==> src/rtl/chain_sink.sv <==
// chain_sink: terminal responder for the dut chain. Writes land in a small
// register bank, reads answer one cycle later, and saturating counters plus
// a sticky error flag record the traffic.

// One bank entry: stored data word and its saturating write counter.
module chain_sink_entry #(
  parameter int DATA_W = 3,
  parameter int CNT_W  = 8
) (
  input  logic              clk,
  input  logic              rst_n,
  input  logic              we,
  input  logic              clr,
  input  logic [DATA_W-1:0] wdata,
  output logic [DATA_W-1:0] rdata,
  output logic [CNT_W-1:0]  wcnt
);
  logic [DATA_W-1:0] mem_q, mem_d;
  logic [CNT_W-1:0]  wcnt_q, wcnt_d;

  // next data and counter; clr beats the increment, but never blocks the data write
  always_comb begin
    mem_d  = we ? wdata : mem_q;
    wcnt_d = wcnt_q;
    if (clr)                wcnt_d = '0;
    else if (we && !(&wcnt_q)) wcnt_d = wcnt_q + CNT_W'(1);
  end

  // entry state registers
  always_ff @(posedge clk or negedge rst_n) begin
    if (!rst_n) begin
      mem_q  <= '0;
      wcnt_q <= '0;
    end else begin
      mem_q  <= mem_d;
      wcnt_q <= wcnt_d;
    end
  end

  assign rdata = mem_q;
  assign wcnt  = wcnt_q;
endmodule

module chain_sink #(
  parameter int ADR_W  = 2,
  parameter int DATA_W = 3,
  parameter int CNT_W  = 8
) (
  input  logic              clk,
  input  logic              rst_n,
  input  logic [1:0]        cmd,
  input  logic [ADR_W-1:0]  adr,
  input  logic [DATA_W-1:0] data,
  input  logic              clr,
  output logic              rsp_valid,
  output logic [ADR_W-1:0]  rsp_adr,
  output logic [DATA_W-1:0] rsp_data,
  input  logic [ADR_W-1:0]  cnt_sel,
  output logic [CNT_W-1:0]  wr_cnt,
  output logic [CNT_W-1:0]  rd_total,
  output logic [CNT_W-1:0]  wr_total,
  output logic              err,
  output logic [CNT_W-1:0]  err_cnt
);
  localparam int NENT = 2**ADR_W;

  typedef enum logic [1:0] {CMD_NOP = 2'd0, CMD_WR = 2'd1, CMD_RD = 2'd2, CMD_ILL = 2'd3} cmd_e;

  cmd_e cmd_s;
  assign cmd_s = cmd_e'(cmd);

  logic [NENT-1:0][DATA_W-1:0] mem_rd;
  logic [NENT-1:0][CNT_W-1:0]  wcnt;
  logic [NENT-1:0]             we;

  logic              rsp_valid_q, rsp_valid_d;
  logic [ADR_W-1:0]  rsp_adr_q, rsp_adr_d;
  logic [DATA_W-1:0] rsp_data_q, rsp_data_d;
  logic [CNT_W-1:0]  rd_total_q, rd_total_d;
  logic [CNT_W-1:0]  wr_total_q, wr_total_d;
  logic [CNT_W-1:0]  err_cnt_q, err_cnt_d;
  logic              err_q, err_d;

  // address decode into per-entry write enables
  always_comb begin
    we = '0;
    if (cmd_s == CMD_WR) we[adr] = 1'b1;
  end

  genvar i;
  generate
    for (i = 0; i < NENT; i++) begin : g_ent
      chain_sink_entry #(.DATA_W(DATA_W), .CNT_W(CNT_W)) u_ent (
        .clk   (clk),
        .rst_n (rst_n),
        .we    (we[i]),
        .clr   (clr),
        .wdata (data),
        .rdata (mem_rd[i]),
        .wcnt  (wcnt[i])
      );
    end
  endgenerate

  // response and global counter next-state; rsp_adr/rsp_data hold between reads
  always_comb begin
    rsp_valid_d = 1'b0;
    rsp_adr_d   = rsp_adr_q;
    rsp_data_d  = rsp_data_q;
    rd_total_d  = rd_total_q;
    wr_total_d  = wr_total_q;
    err_cnt_d   = err_cnt_q;
    err_d       = err_q;
    unique case (cmd_s)
      CMD_RD: begin
        rsp_valid_d = 1'b1;
        rsp_adr_d   = adr;
        rsp_data_d  = mem_rd[adr];
        if (!(&rd_total_q)) rd_total_d = rd_total_q + CNT_W'(1);
      end
      CMD_WR:  if (!(&wr_total_q)) wr_total_d = wr_total_q + CNT_W'(1);
      CMD_ILL: begin
        err_d = 1'b1;
        if (!(&err_cnt_q)) err_cnt_d = err_cnt_q + CNT_W'(1);
      end
      default: ;
    endcase
    if (clr) begin
      rd_total_d = '0;
      wr_total_d = '0;
      err_cnt_d  = '0;
      err_d      = 1'b0;
    end
  end

  // response and counter registers
  always_ff @(posedge clk or negedge rst_n) begin
    if (!rst_n) begin
      rsp_valid_q <= 1'b0;
      rsp_adr_q   <= '0;
      rsp_data_q  <= '0;
      rd_total_q  <= '0;
      wr_total_q  <= '0;
      err_cnt_q   <= '0;
      err_q       <= 1'b0;
    end else begin
      rsp_valid_q <= rsp_valid_d;
      rsp_adr_q   <= rsp_adr_d;
      rsp_data_q  <= rsp_data_d;
      rd_total_q  <= rd_total_d;
      wr_total_q  <= wr_total_d;
      err_cnt_q   <= err_cnt_d;
      err_q       <= err_d;
    end
  end

  assign rsp_valid = rsp_valid_q;
  assign rsp_adr   = rsp_adr_q;
  assign rsp_data  = rsp_data_q;
  assign rd_total  = rd_total_q;
  assign wr_total  = wr_total_q;
  assign err_cnt   = err_cnt_q;
  assign err       = err_q;
  assign wr_cnt    = wcnt[cnt_sel];
endmodule

==> config.mk <==
export PLATFORM = sky130hd
export DESIGN_NAME = chain_sink
export DESIGN_NICKNAME = d
export VERILOG_FILES = /design/src/rtl/chain_sink.sv
export SDC_FILE = /design/constraint.sdc
export NUM_CORES = 1
export LEC_CHECK = 0
export CORE_MARGIN = 2
export CORE_UTILIZATION = 40
export DETAILED_ROUTE_END_ITERATION = 10
export GPL_TIMING_DRIVEN = 0
export MAX_ROUTING_LAYER = met4
export REMOVE_ABC_BUFFERS = 1
export SYNTH_ARGS = -nofsm -noshare
export SYNTH_HDL_FRONTEND = slang
export SYNTH_SLANG_ARGS = --single-unit
==> constraint.sdc <==
create_clock -name clk -period 1.8 [get_ports clk]
set_input_delay 0.18 -clock clk [delete_from_list [all_inputs] [get_ports clk]]
set_output_delay 0.18 -clock clk [all_outputs]
set_load 0.01 [all_outputs]
==> metrics.md <==
| Metric | Value |
|---|---|
| Slew @ Worst Pin | `0.5414 ns` |
| Core area | `9729 um2` |
| Clk sinks | `75` |
| Final setup violation count | `0` |
| Switching share of power | `a little under a quarter` |
| Fmax achieved | `between 500 and 600 MHz` |
| Cell taking the most area after synthesis | `dfrtp_1` |
| Most common cell in the synthesized netlist | `dfrtp_1` |
| I/O Buffers | `50` |
| Yosys cell types | `57` |
| Post-synth top cells | `dfrtp_1, nor2_1, nand2_1` |
| Power Density | `785.9 nW/um2` |
| Die Area | `between 10000 and 15000 um2` |
| Status | `finished, final reports clean` |
| Crit-path max cell delay | `0.47 ns` |
| Clock power share | `43.8%` |
| Clock tree buffer depth | `2` |
| DIE HEIGHT | `about 100 um` |
| Clock Pin Slew Worst Setup and Hold Paths | `roughly 0.090 ns` |
| Layout fillers | `912` |
| Crit path cell chain | `mux4_2 -> dlygate4sd2_1` |
| Worst setup startpoint | `g_ent[1].u_ent.wcnt[2]` |
| Residual DRC count | `0` |
| Grt total ovfl | `0` |
| Min-delay src | `adr[1]` |
| CTS tree | `built` |
| Post-synth EDFFs | `0` |
| Hold violation count in the final report | `0` |
| Async SR Flop Fraction | `100.0%` |
| Std cell rows | `36` |
| Buf/Inv on CP | `1` |
| Layout cells sized above 1 | `17.54%` |
| Die Width | `104.1 um` |
| CP required | `about 1.6 ns` |
| Antenna diodes | `0` |
| Worst Hold Class | `input pin to register` |
| Antenna violations before repair | `0` |
| DR iter-0 viols | `157` |
| Top FF cell, synth | `dfrtp_1` |
| Drt first pass iters | `4` |
| First-pass GRT wire length | `14900 um` |
| Number of CTS-inserted buffers | `9` |
| Crit path kind | `register to output pin` |
| Final wirelength | `8890 um` |
| Top Family by Delay on Critical Path | `multiplexers` |
| Setup Skew | `0.01219 ns` |
| Combinational share of power | `9.6%` |
| HPWL Detailed | `slightly above 6000 um` |
| Post-route ant nets | `0` |
| Routability cong. | `~0.83` |
| Mapped Cells | `around 370` |
| Via density | `about 5.4` |
| Area of the multi-input gates | `roughly 2000 um2` |
| Starting Density | `41.20%` |
| GRT Total Usage | `17.59%` |
| Number of global-route vias before repair | `2989` |
| Reg2reg start | `g_ent[1].u_ent.wcnt[0]` |
| Register area | `1892 um2` |
| Fin cells | `572` |
| Yosys top cell area share | `46.82%` |
| Type of origin of the critical path | `register` |
| Root Driver | `clkbuf_8` |
| DR vias | `3114` |
| Setup TNS | `0 ns` |
| Net switching power | `around 900 uW` |
| Io pins | `51` |
| Final #Nets | `453` |
| Syn-to-layout area delta | `25.00%` |
| Placed insts | `~540` |
| Fin. max-slew vios | `0` |
| Leak | `2.154 nW` |
| H-tree depth | `3` |
| Post-synthesis cell area | `4009 um2` |
| Largest net degree at the start of global routing | `39` |
| Worst Path Arrival | `roughly 1.6 ns` |
| Period utilization | `98.16%` |
| Critical Path Sink Type | `output pin` |
| Drt wl/cell | `about 16 um` |
| CP max FO | `6` |
| Flop pwr share | `46.6%` |
| Max Cap Violations | `0` |
| Synth area leaders | `dfrtp_1, mux4_2, xor2_1, nor2_1, nand2_1` |
| Slowest stage cell, crit path | `mux4_2` |
| Worst VDD drop | `0.4732 mV` |
| Utilization after layout | `51.50%` |
| Tmin final | `roughly 1.8 ns` |
| Number of synthesis warnings | `0` |
| Slew margin rel. | `between 60% and 70%` |
| #FFs+latches synth | `between 70 and 80` |
| Sequential area share after synthesis | `46.82%` |
| Clock Latency Late Sink | `0.35 ns` |
| Synthesized area per cell | `10.81 um2` |
| P_int | `roughly 3 mW` |
## stage by stage
stage	total power, mW	setup WS (ns)	instance area (um2)	hold WS, ns
6_report	3.938	0.03319	5011	0.2970
5_1_grt	4.110	-0.001319	5011	0.3140
4_1_cts	3.982	0.009441	4943	0.2812
3_5_place_dp	2.251	-0.4768	4627	0.1836
3_3_place_gp	2.234	-2.179	4594	0.4578
2_1_floorplan	2.031	0.1981	3928	-0.1156
## metal layers
metal / vias up / share of wire (%) / global-route usage [%]
met3: 14 / 3.7 / 3.947
met1: 1539 / 50 / 23.88
met5: - / 0 / -
met2: 70 / 45 / 26.41
met4: 0 / 1.2 / 5.502
li1: 1491 / - / -
## placed cells by master, fill, tap and decap left out, types with 6 or more instances in the layout
cell / n
dlygate4sd2_1: 9
mux4_2: 11
mux2_2: 9
o21ai_0: 6
ha_1: 7
a21oi_1: 12
buf_4: 15
nand3_1: 11
and3_1: 9
nand4_1: 8
clkbuf_8: 9
nor3_1: 7
nor2_1: 43
dfrtp_2: 12
o211ai_1: 12
dfrtp_1: 63
xor2_1: 25
clkdlybuf4s50_1: 35
mux2i_1: 11
nand2_1: 36
## worst min-delay path, stage by stage
cell            delay (ns)
dlymetal6s2s_1        0.27
nand2_1               0.12
nand2_1               0.05
## area by class of cell
| type | instances | area share, % |
|---|---|---|
| tap | 133 | 3.321 |
| multi-input combinational | 276 | 40.72 |
| clock buffer | 10 | 2.547 |
| sequential | 75 | 37.75 |
| inverter | 5 | 0.3745 |
| timing repair buffer | 67 | 12.56 |
| clock inverter | 6 | 2.722 |
## final timing paths
path	endpoint	slack, ns	cells after the start
setup / recovery	wr_cnt[2]	0.03	2
hold / removal	rsp_adr[1]	0.30	3
setup reg to reg	g_ent[1].u_ent.wcnt[7]	0.11	6
hold reg to reg	rsp_adr[1]	0.48	2
max in group asynchronous	g_ent[3].u_ent.wcnt[7]	0.88	3
min in group asynchronous	rsp_data[1]	0.33	2
## sequential cells by signal (all words and copies together), names as in the netlist
register           cells
rsp_adr                2
rsp_data               3
err_cnt                8
g_ent.u_ent.rdata     12
wr_total               8
rsp_valid              1
g_ent.u_ent.wcnt      32
err                    1
rd_total               8
## power by group through the flow
stage                     Sequential, mW  Combinational, mW  Clock [mW]
after detailed placement            1.87              0.381           0
after floorplan                     1.87              0.160           0
after CTS                           1.84              0.384        1.76
final                               1.83              0.379        1.72
after global routing                1.85              0.426        1.83
after global placement              1.87              0.366           0
## cells by family after synthesis
kind of cell	count (synthesis)	share of synthesized area, %
buffers and inverters	20	2.497
AND/OR/NAND/NOR	150	20.22
XOR/XNOR	29	6.336
AO/OA/AOI/OAI	59	10.49
flip-flops	75	46.82
adder cells (fa/ha/maj)	7	2.185
multiplexers	31	11.45
## what timing repair did
item / 4_1_cts / 5_1_grt
hold endpoints to repair: 37 / 0
resized for setup: 20 / 14
hold buffers: 1 / 0
cloned: 0 / 0
setup buffers: 6 / 8
setup endpoints to repair: 16 / 16
No activity file was read; power rests on OpenSTA's default activity.
